## config.mk

```make
export PLATFORM = sky130hd
export DESIGN_NAME = dlsc_cpu1_exwb
export DESIGN_NICKNAME = d
export VERILOG_FILES = /design/src/rtl/dlsc_cpu1_exwb_pkg.sv /design/src/rtl/dlsc_cpu1_exwb_skid.sv /design/src/rtl/dlsc_cpu1_exwb.sv
export SDC_FILE = /design/constraint.sdc
export NUM_CORES = 1
export LEC_CHECK = 0
export CORE_MARGIN = 4
export CORE_UTILIZATION = 29
export CTS_CLUSTER_SIZE = 28
export DETAILED_ROUTE_END_ITERATION = 12
export PLACE_DENSITY = 0.63
export SLEW_MARGIN = 10
export SYNTH_ARGS = -nofsm -noshare
export SYNTH_HDL_FRONTEND = slang
export SYNTH_SLANG_ARGS = --single-unit
```

## constraint.sdc

```tcl
create_clock -name clk -period 3.6 [get_ports clk]
set_clock_uncertainty 0.2 [all_clocks]
set_input_delay 0.54 -clock clk [delete_from_list [all_inputs] [get_ports clk]]
set_output_delay 0.54 -clock clk [all_outputs]
set_load 0.02 [all_outputs]
```

## src/rtl/dlsc_cpu1_exwb_pkg.sv

```systemverilog
// dlsc_cpu1_exwb_pkg
//   Shared definitions for the cpu1 execute-to-writeback stage.
//   - state_t : trap FSM encoding (ST_RUN, ST_TRAP)
//   - DEF_DATA / DEF_REGB : default entry field widths (result, register index)
//   - R0_IDX : index of the hardwired-zero register, shared with the decoder
//              and the ALU operand mux
package dlsc_cpu1_exwb_pkg;

   localparam int unsigned DEF_DATA = 32;
   localparam int unsigned DEF_REGB = 5;
   localparam int unsigned R0_IDX   = 0;

   typedef enum logic {
      ST_RUN  = 1'b0,
      ST_TRAP = 1'b1
   } state_t;

endpackage

```

## src/rtl/dlsc_cpu1_exwb_skid.sv

```systemverilog
// dlsc_cpu1_exwb_skid
//   Two-entry FIFO holding pending register-file writes. The head entry drives
//   the write port and only changes on a pop or on a push into an empty
//   buffer, so head_* stay stable while a write is stalled.
//   Ports:
//     clk, rst_n          clock, asynchronous active-low reset
//     flush               discard all entries
//     push, push_dest/data  enqueue an entry (ignored when full without pop)
//     pop                 dequeue the head (ignored when empty)
//     count               occupancy 0..2
//     head_dest/data      oldest entry (write port)
//     tail_dest/data      second entry, valid only when count==2
module dlsc_cpu1_exwb_skid
   import dlsc_cpu1_exwb_pkg::*;
#(
   parameter int DATA = DEF_DATA,
   parameter int REGB = DEF_REGB
) (
   input  logic            clk,
   input  logic            rst_n,
   input  logic            flush,
   input  logic            push,
   input  logic [REGB-1:0] push_dest,
   input  logic [DATA-1:0] push_data,
   input  logic            pop,
   output logic [1:0]      count,
   output logic [REGB-1:0] head_dest,
   output logic [DATA-1:0] head_data,
   output logic [REGB-1:0] tail_dest,
   output logic [DATA-1:0] tail_data
);

   logic [1:0]      count_q, count_d;
   logic [REGB-1:0] head_dest_q, head_dest_d, tail_dest_q, tail_dest_d;
   logic [DATA-1:0] head_data_q, head_data_d, tail_data_q, tail_data_d;
   logic            do_push, do_pop;

   assign do_pop  = pop & (count_q != 2'd0);
   assign do_push = push & ((count_q != 2'd2) | do_pop);

   // Pop first (shift tail into head), then place the push into the first
   // free slot of the post-pop occupancy; this covers push+pop at count 1
   // (new entry becomes head) and at count 2 (new entry becomes tail).
   always_comb begin
      count_d     = count_q;
      head_dest_d = head_dest_q;
      head_data_d = head_data_q;
      tail_dest_d = tail_dest_q;
      tail_data_d = tail_data_q;
      if (do_pop) begin
         head_dest_d = tail_dest_q;
         head_data_d = tail_data_q;
         count_d     = count_d - 2'd1;
      end
      if (do_push) begin
         if (count_d == 2'd0) begin
            head_dest_d = push_dest;
            head_data_d = push_data;
         end else begin
            tail_dest_d = push_dest;
            tail_data_d = push_data;
         end
         count_d = count_d + 2'd1;
      end
   end

   always_ff @(posedge clk or negedge rst_n) begin
      if (!rst_n) begin
         count_q     <= '0;
         head_dest_q <= '0;
         head_data_q <= '0;
         tail_dest_q <= '0;
         tail_data_q <= '0;
      end else if (flush) begin
         count_q     <= '0;
         head_dest_q <= '0;
         head_data_q <= '0;
         tail_dest_q <= '0;
         tail_data_q <= '0;
      end else begin
         count_q     <= count_d;
         head_dest_q <= head_dest_d;
         head_data_q <= head_data_d;
         tail_dest_q <= tail_dest_d;
         tail_data_q <= tail_data_d;
      end
   end

   assign count     = count_q;
   assign head_dest = head_dest_q;
   assign head_data = head_data_q;
   assign tail_dest = tail_dest_q;
   assign tail_data = tail_data_q;

endmodule

```

## src/rtl/dlsc_cpu1_exwb.sv

```systemverilog
// dlsc_cpu1_exwb
//   Execute-to-writeback stage of the cpu1 core. Buffers ALU results in a
//   2-entry skid FIFO and presents them to the register-file write port.
//   Signed overflow raises a one-cycle trap pulse and stops acceptance until
//   flush. Optional forwarding lookup enabled by macro DLSC_CPU1_EXWB_FWD_EN;
//   without it fwd_hit/fwd_data are tied to 0.
//   Ports:
//     clk, rst_n        clock, asynchronous active-low reset
//     flush             drop buffered entries, clear trap state
//     in_valid/in_ready upstream handshake (in_ready registered)
//     in_d, in_overflow, in_trap_en, in_we, in_dest   ALU entry fields
//     wb_valid/wb_ready, wb_dest, wb_data             register write port
//     trap, trap_dest   overflow trap pulse, trapping destination
//     fwd_addr, fwd_hit, fwd_data                     forwarding lookup
//     count             buffer occupancy
module dlsc_cpu1_exwb
   import dlsc_cpu1_exwb_pkg::*;
#(
   parameter int DATA = 32,
   parameter int REGB = 5
) (
   input  logic            clk,
   input  logic            rst_n,
   input  logic            flush,
   input  logic            in_valid,
   output logic            in_ready,
   input  logic [DATA-1:0] in_d,
   input  logic            in_overflow,
   input  logic            in_trap_en,
   input  logic            in_we,
   input  logic [REGB-1:0] in_dest,
   output logic            wb_valid,
   input  logic            wb_ready,
   output logic [REGB-1:0] wb_dest,
   output logic [DATA-1:0] wb_data,
   output logic            trap,
   output logic [REGB-1:0] trap_dest,
   input  logic [REGB-1:0] fwd_addr,
   output logic            fwd_hit,
   output logic [DATA-1:0] fwd_data,
   output logic [1:0]      count
);

   localparam logic [REGB-1:0] R0 = REGB'(R0_IDX);

   state_t          state_q, state_d;
   logic            in_ready_q, in_ready_d;
   logic            trap_q;
   logic [REGB-1:0] trap_dest_q;
   logic            accept, trap_hit, push, pop;
   logic [1:0]      count_w, count_d;
   logic [REGB-1:0] tail_dest;
   logic [DATA-1:0] tail_data;

   dlsc_cpu1_exwb_skid #(
      .DATA (DATA),
      .REGB (REGB)
   ) u_skid (
      .clk       (clk),
      .rst_n     (rst_n),
      .flush     (flush),
      .push      (push),
      .push_dest (in_dest),
      .push_data (in_d),
      .pop       (pop),
      .count     (count_w),
      .head_dest (wb_dest),
      .head_data (wb_data),
      .tail_dest (tail_dest),
      .tail_data (tail_data)
   );

   always_comb begin
      accept   = in_valid & in_ready_q & ~flush;
      trap_hit = accept & in_trap_en & in_overflow;
      push     = accept & in_we & (in_dest != R0) & ~trap_hit;
      pop      = (count_w != 2'd0) & wb_ready & ~flush;

      state_d = state_q;
      case (state_q)
         ST_RUN:  if (trap_hit) state_d = ST_TRAP;
         ST_TRAP: state_d = ST_TRAP;
         default: state_d = ST_RUN;
      endcase
      if (flush) state_d = ST_RUN;

      count_d = flush ? 2'd0 : (count_w + {1'b0, push} - {1'b0, pop});

      // A pop from a full buffer frees its slot one cycle late: in_ready stays
      // low for the cycle after count==2 regardless of the pop.
      in_ready_d = (count_d < 2'd2) & ((count_w != 2'd2) | flush) &
                   (state_d == ST_RUN);
   end

   always_ff @(posedge clk or negedge rst_n) begin
      if (!rst_n) begin
         state_q     <= ST_RUN;
         in_ready_q  <= 1'b0;
         trap_q      <= 1'b0;
         trap_dest_q <= '0;
      end else begin
         state_q    <= state_d;
         in_ready_q <= in_ready_d;
         trap_q     <= trap_hit;
         if (flush)
            trap_dest_q <= '0;
         else if (trap_hit)
            trap_dest_q <= in_dest;
      end
   end

   assign in_ready  = in_ready_q;
   assign trap      = trap_q;
   assign trap_dest = trap_dest_q;
   assign wb_valid  = (count_w != 2'd0);
   assign count     = count_w;

`ifdef DLSC_CPU1_EXWB_FWD_EN
   logic head_match, tail_match;

   // Tail is the younger entry, so it wins when both match.
   always_comb begin
      head_match = (count_w != 2'd0) & (wb_dest == fwd_addr);
      tail_match = (count_w == 2'd2) & (tail_dest == fwd_addr);
      fwd_hit    = (fwd_addr != R0) & (head_match | tail_match);
      fwd_data   = '0;
      if (fwd_addr != R0) begin
         if (tail_match)
            fwd_data = tail_data;
         else if (head_match)
            fwd_data = wb_data;
      end
   end
`else
   logic unused_fwd;

   assign unused_fwd = ^{fwd_addr, tail_dest, tail_data};
   assign fwd_hit    = 1'b0;
   assign fwd_data   = '0;
`endif

endmodule

```

==> summary.md, run 1 <==
## Status
- complete, no violations — result of the run

## Clocking
- 9 — cts bufs inserted
- 0 — post-cts sizing count
- 0 — Post-CTS Hold Buffers
- 0.06 ns — post-CTS clock slew at the launch and capture registers of the worst setup and hold paths
- 84 — number of sinks on the clock net
- 0.34 ns — latest clock arrival within the worst-skew pair
- done — clock tree from TritonCTS
- 2 — Longest Clk Path Bufs
- 3 — H-tree level count
- sky130_fd_sc_hd__clkbuf_16 — clock tree root buffer cell
- 0 — post-CTS setup buffer count

## Synth
- 33 — number of library cell types mapped by synthesis
- sky130_fd_sc_hd__dfrtp_1 — top-count cell post-synth
- 1.000 — Synth async-reset ratio
- sky130_fd_sc_hd__dfrtp_1 — post-synthesis cell type with the largest combined area
- 0 — EDFF count, synth
- sky130_fd_sc_hd__dfrtp_1 — primary flip-flop cell chosen by synthesis mapping
- 84 — post-synthesis sequential element count
- sky130_fd_sc_hd__dfrtp_1 (45%), sky130_fd_sc_hd__a311oi_2 (9.3%), sky130_fd_sc_hd__mux2_2 (9.1%) — top area cells in the synthesized netlist
- 11.02 um^2 — Syn Area/Cell
- 0 — warning count from the yosys run
- 0.4490 — post-synth top area share
- 425 — synthesized netlist cell count
- 0.4490 — portion of the post-synthesis area used by sequential elements
- sky130_fd_sc_hd__dfrtp_1 (84), sky130_fd_sc_hd__nand2_1 (51), sky130_fd_sc_hd__inv_1 (42) — most frequent cells after synthesis
- 4682 um^2 — post-synthesis cell area

## Global route
- 0 — antenna violations before repair
- 0.1231 — overall global routing resource usage
- 0 — total grt overflow
- 17720 um — first-pass GRT wire length
- 85 — maximum number of pins on one net before global-route repair
- 3485 — vias in the first global route

## Place
- 0.6988 — Routability Congestion
- 5582 um^2 — standard cell area after detailed placement
- 91 — Port Buf Inserts
- 6982 um — dpl hpwl
- 702 — number of placed instances, taps included

## Timing
- 0 — Setup-failing EPs final
- 1.101 ns — Tightest Pin Transition
- 0.2659 — Worst slew margin
- 0 — Pins Over Slew Limit
- 2.944 ns — minimum period implied by the final worst setup slack
- 0 — endpoints failing hold
- no — RSZ-0062 raised after global routing
- 0.8178 — period utilisation layout
- 0.3397 GHz — Fmax
- 0 ns — final-layout setup total negative slack

## Worst setup path
- flip-flop — type of origin of the critical path
- 2.99 ns — Worst Path Arrival
- flip-flop — nature of the critical path endpoint
- 42 — crit path max fanout
- 3.65 ns — Crit path required time
- flip-flop to flip-flop — Worst Path Class, Setup

## Power and ir drop
- 0.3092 — switching power as a share of total power
- 455.6 nW/um^2 — power density over cell area
- 1.852 mW — P_int
- 2.844 nW — leakage power
- 0.385 — Sequential Power Share
- 0.352 — Clk pwr share
- 0.263 — combinational group share of total power
- 0.2898 mV — worst voltage drop across the vdd grid
- 0.8292 mW — net switching power of the design

## Routing
- 5388 um — routed length on met2
- 159 — Starting DRT DRC Count
- 4.571 — vias per cell
- met4 — uppermost layer routed
- 4 — number of iterations in the first detailed-routing pass
- 15.27 um — detail-routed net length per standard cell
- 620 um — DR WL met3
- 10960 um — final wirelength
- 0 — count of unresolved DRC violations after routing
- 0 — antenna viol nets, final
- 3282 — count of vias placed by the detailed router
- 4827 um — Routed met1 length

## Floorplan
- 18240 um^2 — Total Die Area
- 46 — row count
- 135.1 um — x dimension of the die
- 15830 um^2 — area inside the core boundary
- 130 — num ports
- 135.1 um — Die Span Y
- 0.2958 — initial core utilization

## Cells and area
- 1546 — number of filler cells placed in the layout
- 25.71% — relative area change from synthesis to final layout
- 551 — Final #Nets
- 0 — diode count
- 0.1932 — layout cell share with drive strength beyond 1
- 5886 um^2 — area of all placed cells without fillers
- 718 — final instance count without filler cells

## Worst hold path
- primary input to asynchronous set/reset pin — path type of the worst min-delay path

## Run
- 0 — max-cap violation count

==> state kept, by name, indices dropped and copies added (netlist names) <==
register and flops:
u_skid.head_data 32, u_skid.tail_data 32, trap_dest 5, u_skid.head_dest 5, u_skid.tail_dest 5, u_skid.count 2
in_ready 1, state_q 1, trap 1
==> power groups by stage <==
| stage | clock network [mW] | logic [mW] | registers, mW |
|---|---|---|---|
| 2_1_floorplan | 0 | 0.448 | 1.09 |
| 3_3_place_gp | 0 | 0.698 | 1.05 |
| 3_5_place_dp | 0 | 0.709 | 1.05 |
| 4_1_cts | 0.977 | 0.712 | 1.03 |
| 5_1_grt | 1.01 | 0.767 | 1.04 |
| 6_report | 0.944 | 0.705 | 1.03 |
==> cell type report <==
type                       count  area, um^2  area share
inverter                      43       161.4     0.02742
tap                          216       270.3     0.04592
clock buffer                  12       256.5     0.04358
sequential                    84        2102      0.3571
multi-input combinational    261        2054      0.3491
timing repair buffer          98       993.5      0.1688
clock inverter                 4       47.55    0.008078
==> cells in the final DEF (no fill, tap or decap), types with 3 or more instances in the layout <==
cell type                         instances
sky130_fd_sc_hd__nor2_1                   3
sky130_fd_sc_hd__mux2i_1                 37
sky130_fd_sc_hd__o21ai_0                  5
sky130_fd_sc_hd__a21oi_1                 39
sky130_fd_sc_hd__ha_1                     4
sky130_fd_sc_hd__clkbuf_16                9
sky130_fd_sc_hd__a311oi_1                 8
sky130_fd_sc_hd__nand2_1                 51
sky130_fd_sc_hd__buf_12                   3
sky130_fd_sc_hd__inv_1                   42
sky130_fd_sc_hd__a311oi_2                29
sky130_fd_sc_hd__mux2_2                  38
sky130_fd_sc_hd__buf_4                    5
sky130_fd_sc_hd__clkdlybuf4s50_1         89
sky130_fd_sc_hd__dfrtp_1                 84
sky130_fd_sc_hd__conb_1                  33
==> kinds of logic after synthesis <==
logic type / synth area share
and+or+nand+nor: 0.05372
DFF: 0.4490
other: 0.0008009
adders and majority gates: 0.01069
muxes: 0.1705
AOI/OAI and AO/OA: 0.1684
buffers and inverters: 0.1432
xor gates and xnor gates: 0.003742
==> metrics by stage <==
step | setup slack [ns] | util | power (mW) | hold WS (ns)
final | 0.6561 | 0.3719 | 2.681 | 0.1967
after global routing | 0.4219 | 0.3719 | 2.812 | 0.3098
after CTS | 0.6434 | 0.3719 | 2.723 | 0.2442
after detailed placement | 0.3578 | 0.3526 | 1.759 | 0.3038
after global placement | 0.4315 | 0.3526 | 1.745 | 0.2904
after floorplan | 0.7061 | - | 1.537 | 0.04441
==> final timing paths <==
path	cells past startpoint	to	from	slack, ns
worst max-delay path	10	u_skid.head_data[13]	u_skid.count[1]	0.66
worst max register to register	10	u_skid.head_data[13]	u_skid.count[1]	0.66
worst min-delay path	1	u_skid.head_data[4]	rst_n	0.20
worst min register to register	1	state_q	state_q	0.32
max in group asynchronous	1	u_skid.head_data[22]	rst_n	2.28
min in group clk	1	state_q	state_q	0.32
==> layer usage <==
metal | global-route usage | up-vias
li1 | - | 1544
met3 | 0.03577 | 8
met4 | 0.03695 | 0
met1 | 0.1545 | 1636
met5 | 0 | -
met2 | 0.2062 | 94
==> critical path: stages (launching register included) <==
cell	delay, ns
sky130_fd_sc_hd__dfrtp_1	0.44
sky130_fd_sc_hd__inv_1	0.07
sky130_fd_sc_hd__ha_1	0.19
sky130_fd_sc_hd__or3b_2	0.52
sky130_fd_sc_hd__inv_1	0.11
sky130_fd_sc_hd__xnor2_1	0.18
sky130_fd_sc_hd__ha_1	0.23
sky130_fd_sc_hd__a21boi_4	0.24
sky130_fd_sc_hd__buf_12	0.25
sky130_fd_sc_hd__a21oi_1	0.12
sky130_fd_sc_hd__a311oi_2	0.26
No activity file was read; power rests on OpenSTA's default activity.
==> run 2, diff against run 1 <==
PLACE_DENSITY = 0.65   (was 0.63)
clock period = 2.45 ns   (was 3.6 ns; I/O delays follow)
==> run 2 against run 1 <==
Effect of this change:
- the flow now finishes with violations (negative setup slack)
- first-iteration DRC count fell by 13%
- wire length grew 17%
- register-to-register slack worse by 0.81 ns
- largest power group is now combinational cells
==> summary.md, run 2 (synthesis gave the netlist of run 1 again) <==
## Timing
- 0.7511 ns — Tightest Pin Transition, -0.3500 ns
- yes — RSZ-0062 raised after global routing
- 2.603 ns — minimum period implied by the final worst setup slack, -0.3412 ns
- -0.1528 ns — minimum setup slack in the final design, -0.8088 ns
- 0 — endpoints failing hold, unchanged
- 1.062 — period utilisation layout, +0.2446
- 0.3842 GHz — Fmax, +13%
- 37 — Setup-failing EPs final, +37
- 0.4993 — Worst slew margin, +0.2334
- 0 — Pins Over Slew Limit, unchanged

## Place
- 91 — Port Buf Inserts, unchanged
- 7523 um — dpl hpwl, +7.7%
- 0.6906 — Routability Congestion, -1.2%
- -0.5755 ns — Placement Setup Slack, -0.9333 ns

## Routing
- 4.586 — vias per cell, +0.33%
- 0 — antenna viol nets, final, unchanged
- met4 — uppermost layer routed
- 16.84 um — detail-routed net length per standard cell, +10%
- 5690 um — Routed met1 length, +18%
- 0 — count of unresolved DRC violations after routing, unchanged
- 3481 — count of vias placed by the detailed router, +6.1%
- 138 — Starting DRT DRC Count, -13%
- 12790 um — final wirelength, +17%
- 563 um — DR WL met3, -9.2%
- 6323 um — routed length on met2, +17%
- 4 — number of iterations in the first detailed-routing pass, unchanged

## Global route
- 46 — maximum number of pins on one net before global-route repair, -46%
- 3805 — vias in the first global route, +9.2%
- 0.1394 — overall global routing resource usage, +0.01626
- 0 — total grt overflow, unchanged
- 0 — antenna violations before repair, unchanged
- 19900 um — first-pass GRT wire length, +12%

## Worst setup path
- flip-flop — nature of the critical path endpoint
- flip-flop — type of origin of the critical path
- 6 — sum of buffers and inverters on the critical path, +3
- 13 — depth of the most critical reg-to-reg path, +3
- flip-flop to flip-flop — Worst Path Class, Setup
- -0.15 ns — internal reg-to-reg setup slack, -0.81 ns
- 6 — crit path max fanout, -86%
- sky130_fd_sc_hd__or3b_4 — library cell contributing the largest single delay on the critical path
- u_skid.count[1] — source of the worst register-to-register timing path
- buffers and inverters — family with the most delay on the worst path
- sky130_fd_sc_hd__buf_6 — most common cell type on the critical path
- inv_2, ha_4, or3b_4, buf_6, nor2_4, a21oi_4, ha_2, a21boi_4, buf_6, buf_12, buf_16, buf_6, a311oi_2 — list of cells traversed by the critical path
- 2.49 ns — Crit path required time, -1.16 ns
- 0.39 ns — Slowest Stage Delay on Critical Path, -0.13 ns
- 2.65 ns — Worst Path Arrival, -0.34 ns
- u_skid.head_data[9] — Reg-to-Reg End

## Floorplan
- 130 — num ports, unchanged
- 135.1 um — Die Span Y, unchanged
- 15830 um^2 — area inside the core boundary, unchanged
- 135.1 um — x dimension of the die, unchanged
- 0.2958 — initial core utilization, unchanged
- 46 — row count, unchanged
- 18240 um^2 — Total Die Area, unchanged

## Clocking
- 9 — cts bufs inserted, unchanged
- 84 — number of sinks on the clock net, unchanged
- 0.06 ns — post-CTS clock slew at the launch and capture registers of the worst setup and hold paths, about the same
- 0.34 ns — latest clock arrival within the worst-skew pair, about the same
- sky130_fd_sc_hd__clkbuf_16 — clock tree root buffer cell
- done — clock tree from TritonCTS
- 2 — Longest Clk Path Bufs, unchanged
- 3 — H-tree level count, unchanged

## Status
- complete, but fails checks — result of the run
- negative setup slack — violated checks

## Worst hold path
- flip-flop to flip-flop — path type of the worst min-delay path
- 1 — Hold Crit Depth
- state_q — Hold Path Sink
- state_q — startpoint of the lowest-slack hold path

## Cells and area
- 592 — Final #Nets, +7.4%
- 1466 — number of filler cells placed in the layout, -5.2%
- 0.4246 — utilization of the core after routing, +0.05273
- 0.3223 — layout cell share with drive strength beyond 1, +0.1291
- sky130_fd_sc_hd__clkdlybuf4s50_1 (88), sky130_fd_sc_hd__dfrtp_1 (82), sky130_fd_sc_hd__nand2_1 (51) — highest-count cells in the layout ignoring fill and taps
- 2105 um^2 — area occupied by registers, +0.12%
- 0 — diode count, unchanged
- 43.53% — relative area change from synthesis to final layout
- 2317 um^2 — multi-input gate area in the final layout, +13%
- sky130_fd_sc_hd__clkdlybuf4s50_1 — most common cell after layout, fill and taps aside

## Power and ir drop
- 0.289 — Clk pwr share, -0.063
- 1.523 mW — net switching power of the design, +84%
- 3.272 mW — P_int, +77%
- 0.316 — Sequential Power Share, -0.069
- 0.3177 — switching power as a share of total power, +0.008429
- 3.219 nW — leakage power, +13%
- 0.3310 mV — worst voltage drop across the vdd grid, +14%
- 0.395 — combinational group share of total power, +0.132
- 713.5 nW/um^2 — power density over cell area, +57%

## Run
- 0 — max-cap violation count, unchanged

-- run 2: changes by cell type in the layout (fill, tap and decap cells not counted), moves of 5 or more --
cell                       previous run  this run
sky130_fd_sc_hd__buf_4                5        26
sky130_fd_sc_hd__a21oi_1             39        19
sky130_fd_sc_hd__a21oi_4              0        14
sky130_fd_sc_hd__a311oi_1             8         0
sky130_fd_sc_hd__a311oi_2            29        37
sky130_fd_sc_hd__a21oi_2              0         6
sky130_fd_sc_hd__buf_16               0         6
sky130_fd_sc_hd__buf_12               3         8
-- run 2: worst max path at each step --
stage / startpoint / to / slack [ns] / depth (start not counted)
finish: u_skid.count[1] / u_skid.head_data[9] / -0.15 / 13
global route: u_skid.count[1] / u_skid.head_data[11] / -0.23 / 12
floorplan: u_skid.count[1] / u_skid.head_data[19] / -0.14 / 12
detailed placement: wb_ready / u_skid.head_data[2] / -0.58 / 9
global placement: wb_ready / u_skid.head_data[4] / -0.46 / 9
CTS: u_skid.count[1] / u_skid.head_data[9] / -0.17 / 13
-- run 2: metal layers --
metal,up-vias,track usage
met4,0,0.05599
li1,1648,-
met1,1725,0.1753
met3,20,0.02832
met5,-,0
met2,88,0.2349
-- run 2: stage by stage --
stage | instances | setup TNS [ns] | cell area [um^2] | hold slack (ns) | power [mW]
floorplan | 457 | -7.126 | 4900 | -0.1281 | 2.344
global placement | 727 | -22.57 | 5867 | 0.2125 | 2.676
detailed placement | 727 | -27.92 | 5867 | 0.2184 | 2.705
CTS | 755 | -4.696 | 6523 | 0.3197 | 4.654
global route | 759 | -7.242 | 6720 | 0.3447 | 5.016
finish | 759 | -3.800 | 6720 | 0.3284 | 4.795
-- run 2: power by group through the flow --
stage / Clock, mW / Combinational (mW) / Sequential (mW)
finish: 1.38 / 1.89 / 1.52
global route: 1.49 / 2.00 / 1.53
CTS: 1.43 / 1.70 / 1.52
detailed placement: 0 / 1.16 / 1.54
global placement: 0 / 1.14 / 1.54
floorplan: 0 / 0.741 / 1.60
-- run 2: worst reg2reg max path, cell delays in order, from the launching register on --
cell and delay (ns):
sky130_fd_sc_hd__dfrtp_2 0.37, sky130_fd_sc_hd__inv_2 0.05, sky130_fd_sc_hd__ha_4 0.15, sky130_fd_sc_hd__or3b_4 0.39
sky130_fd_sc_hd__buf_6 0.15, sky130_fd_sc_hd__nor2_4 0.10, sky130_fd_sc_hd__a21oi_4 0.04, sky130_fd_sc_hd__ha_2 0.18
sky130_fd_sc_hd__a21boi_4 0.14, sky130_fd_sc_hd__buf_6 0.15, sky130_fd_sc_hd__buf_12 0.14, sky130_fd_sc_hd__buf_16 0.15
sky130_fd_sc_hd__buf_6 0.11, sky130_fd_sc_hd__a311oi_2 0.18
-- run 2: final cells by class --
cell class / count / share of cell area
repair buffers: 139 / 0.2327
flip-flops and latches: 84 / 0.3132
clock inverters: 5 / 0.007447
clock buffers: 11 / 0.03761
well taps: 216 / 0.04022
inverters: 43 / 0.02402
multi-input cells: 261 / 0.3448
-- run 2: timing repair --
item | 4_1_cts | 5_1_grt
hold buffers | 1 | 0
gates resized for setup | 32 | 24
buffers inserted | 6 | 2
endpoints found under the setup margin | 41 | 37
endpoints found under the hold margin | 44 | 0
pin swaps | 28 | 24
cloned | 6 | 3
==> run 3, diff against run 2 <==
CORE_MARGIN = default   (was 4)
clock period = 2.2 ns   (was 2.45 ns; I/O delays follow)
==> run 3 against run 2 <==
Effect of this change:
- flip-flop and latch count stayed put
- sequential share of layout area hardly changed
- hold slack got worse by 0.18 ns
- highest routed layer unchanged
- setup slack lost 0.20 ns
- critical path depth fell by 2
- total power grew 7.2%
- the flow still finishes with violations (negative setup slack)
- via count grew 2.1%
==> summary.md, run 3 (synthesis gave the netlist of run 1 again) <==
## Status
- complete, but fails checks — result of the run
- negative setup slack — violated checks

## Routing
- 12420 um — final wirelength, -2.8%
- 4.616 — vias per cell, +0.64%
- 6149 um — routed length on met2, -2.8%
- 176 — Starting DRT DRC Count, +28%
- 16.13 um — detail-routed net length per standard cell, -4.2%
- 5468 um — Routed met1 length, -3.9%
- 650 um — DR WL met3, +15%
- 0 — count of unresolved DRC violations after routing, unchanged
- met4 — uppermost layer routed
- 3554 — count of vias placed by the detailed router, +2.1%
- 0 — antenna viol nets, final, unchanged
- 5 — number of iterations in the first detailed-routing pass, +1

## Cells and area
- 2105 um^2 — area occupied by registers, unchanged
- 0.3069 — layout cell share with drive strength beyond 1, -0.01542
- 6713 um^2 — area of all placed cells without fillers, -0.11%
- 0 — diode count, unchanged
- 43.37% — relative area change from synthesis to final layout
- 2160 um^2 — multi-input gate area in the final layout, -6.8%
- sky130_fd_sc_hd__clkdlybuf4s50_1 (87), sky130_fd_sc_hd__dfrtp_1 (82), sky130_fd_sc_hd__nand2_1 (50) — highest-count cells in the layout ignoring fill and taps
- sky130_fd_sc_hd__clkdlybuf4s50_1 — most common cell after layout, fill and taps aside
- 0.4241 — utilization of the core after routing, -0.0004740
- 603 — Final #Nets, +1.9%
- 1504 — number of filler cells placed in the layout, +2.6%

## Worst setup path
- flip-flop to flip-flop — Worst Path Class, Setup
- sky130_fd_sc_hd__or3b_4 — library cell contributing the largest single delay on the critical path
- -0.35 ns — internal reg-to-reg setup slack, -0.20 ns
- flip-flop — type of origin of the critical path
- 0.39 ns — Slowest Stage Delay on Critical Path, about the same
- flip-flop — nature of the critical path endpoint
- 2.59 ns — Worst Path Arrival, -0.06 ns
- sky130_fd_sc_hd__ha_4 — most common cell type on the critical path
- 2.24 ns — Crit path required time, -0.25 ns
- 15 — crit path max fanout, +9
- inv_2, ha_4, or3b_4, buf_6, a21oi_4, ha_4, a21boi_4, buf_4, buf_12, a21oi_1, a311oi_2 — list of cells traversed by the critical path

## Global route
- 0 — total grt overflow, unchanged
- 3721 — vias in the first global route, -2.2%
- 0 — antenna violations before repair, unchanged
- 48 — maximum number of pins on one net before global-route repair, +4.3%
- 19370 um — first-pass GRT wire length, -2.7%
- 0.1530 — overall global routing resource usage, +0.01359

## Clocking
- sky130_fd_sc_hd__clkbuf_16 — clock tree root buffer cell
- 2 — Longest Clk Path Bufs, unchanged
- 0.34 ns — latest clock arrival within the worst-skew pair, about the same
- 84 — number of sinks on the clock net, unchanged
- 0.06 ns — post-CTS clock slew at the launch and capture registers of the worst setup and hold paths, about the same
- 9 — cts bufs inserted, unchanged
- done — clock tree from TritonCTS
- 3 — H-tree level count, unchanged

## Floorplan
- 0.2958 — initial core utilization, unchanged
- 46 — row count, unchanged
- 129.1 um — x dimension of the die, -4.4%
- 130 — num ports, unchanged
- 15830 um^2 — area inside the core boundary, unchanged
- 129.1 um — Die Span Y, -4.4%
- 16660 um^2 — Total Die Area, -8.7%

## Timing
- 0.5100 — Worst slew margin, +0.01071
- 0 — endpoints failing hold, unchanged
- -21.24 ns — final-layout setup total negative slack, -17.44 ns
- 0.3923 GHz — Fmax, +2.1%
- 0 — Pins Over Slew Limit, unchanged
- 77 — Setup-failing EPs final, +110%
- yes — RSZ-0062 raised after global routing
- 1.159 — period utilisation layout, +0.09633
- 0.7351 ns — Tightest Pin Transition, -0.01607 ns
- -0.3491 ns — minimum setup slack in the final design, -0.1963 ns
- 2.549 ns — minimum period implied by the final worst setup slack, -0.05365 ns

## Power and ir drop
- 5.139 mW — Power, Total, +7.2%
- 0.3931 mV — worst voltage drop across the vdd grid, +19%
- 765.5 nW/um^2 — power density over cell area, +7.3%
- 3.268 nW — leakage power, +1.5%

## Run
- 0 — max-cap violation count, unchanged

## Worst hold path
- primary input to asynchronous set/reset pin — path type of the worst min-delay path

## Place
- 7435 um — dpl hpwl, -1.2%
- 91 — Port Buf Inserts, unchanged
- 5939 um^2 — standard cell area after detailed placement, +1.2%
- 0.6855 — Routability Congestion, -0.74%

==> run 3: changes by cell type in the layout (fill, tap and decap cells not counted), moves of 2 or more <==
| cell | change |
|---|---|
| sky130_fd_sc_hd__buf_4 | +5 |
| sky130_fd_sc_hd__a21oi_2 | +2 |
| sky130_fd_sc_hd__a21oi_1 | +11 |
| sky130_fd_sc_hd__a21oi_4 | -13 |
| sky130_fd_sc_hd__buf_12 | +7 |
| sky130_fd_sc_hd__a311oi_1 | +7 |
| sky130_fd_sc_hd__a311oi_2 | -7 |
==> run 3: power by group <==
group          switching (mW)  internal [mW]  leakage, nW
sequential             0.0527           1.64         1.15
clock                   0.594           1.02        0.159
combinational           0.912          0.923         1.95
total                    1.56           3.58         3.27
==> run 3: repair_timing <==
item | 4_1_cts | 5_1_grt
setup buffers | 11 | 4
gates cloned | 6 | 2
hold buffers | 1 | 0
pin swaps | 12 | 5
setup endpoints to repair | 77 | 77
gates resized for setup | 23 | 7
endpoints found under the hold margin | 84 | 0
==> run 3: critical path, delay by kind of cell, from the launching register on <==
kind | cells | cell delay [ns]
compound gates | 4 | 0.63
flops | 1 | 0.37
fa+ha+maj | 2 | 0.30
buf+inv | 4 | 0.55
simple gates | 1 | 0.39
==> run 3: cell type report <==
class | instances | area share
well taps | 216 | 0.04026
flip-flops and latches | 84 | 0.3135
inverters | 43 | 0.02404
clock inverters | 5 | 0.01118
repair buffers | 150 | 0.2531
clock buffers | 11 | 0.03616
multi-input cells | 261 | 0.3217
==> run 3: stage by stage <==
stage	hold slack [ns]	std cells	worst slack, ns
3_3_place_gp	-0.04363	732	-0.6444
6_report	0.1477	770	-0.3491
3_5_place_dp	-0.03702	732	-0.7198
4_1_cts	0.1385	766	-0.3259
5_1_grt	0.1404	770	-0.4680
2_1_floorplan	-0.1656	457	-0.3886
==> run 3: final timing paths <==
kind	cells after the start	start	end
worst max-delay path	11	u_skid.count[0]	u_skid.head_data[14]
worst min-delay path	2	rst_n	in_ready
worst max register to register	11	u_skid.count[0]	u_skid.head_data[14]
worst min register to register	2	u_skid.tail_data[20]	u_skid.tail_data[20]
max in group asynchronous	3	rst_n	u_skid.count[0]
min in group clk	4	in_dest[1]	trap_dest[1]
==> run 3: metal layers <==
metal | vias to the layer above | global-route usage
li1 | 1660 | -
met1 | 1777 | 0.1951
met2 | 104 | 0.2579
met3 | 13 | 0.03675
met4 | 0 | 0.04360
met5 | - | 0
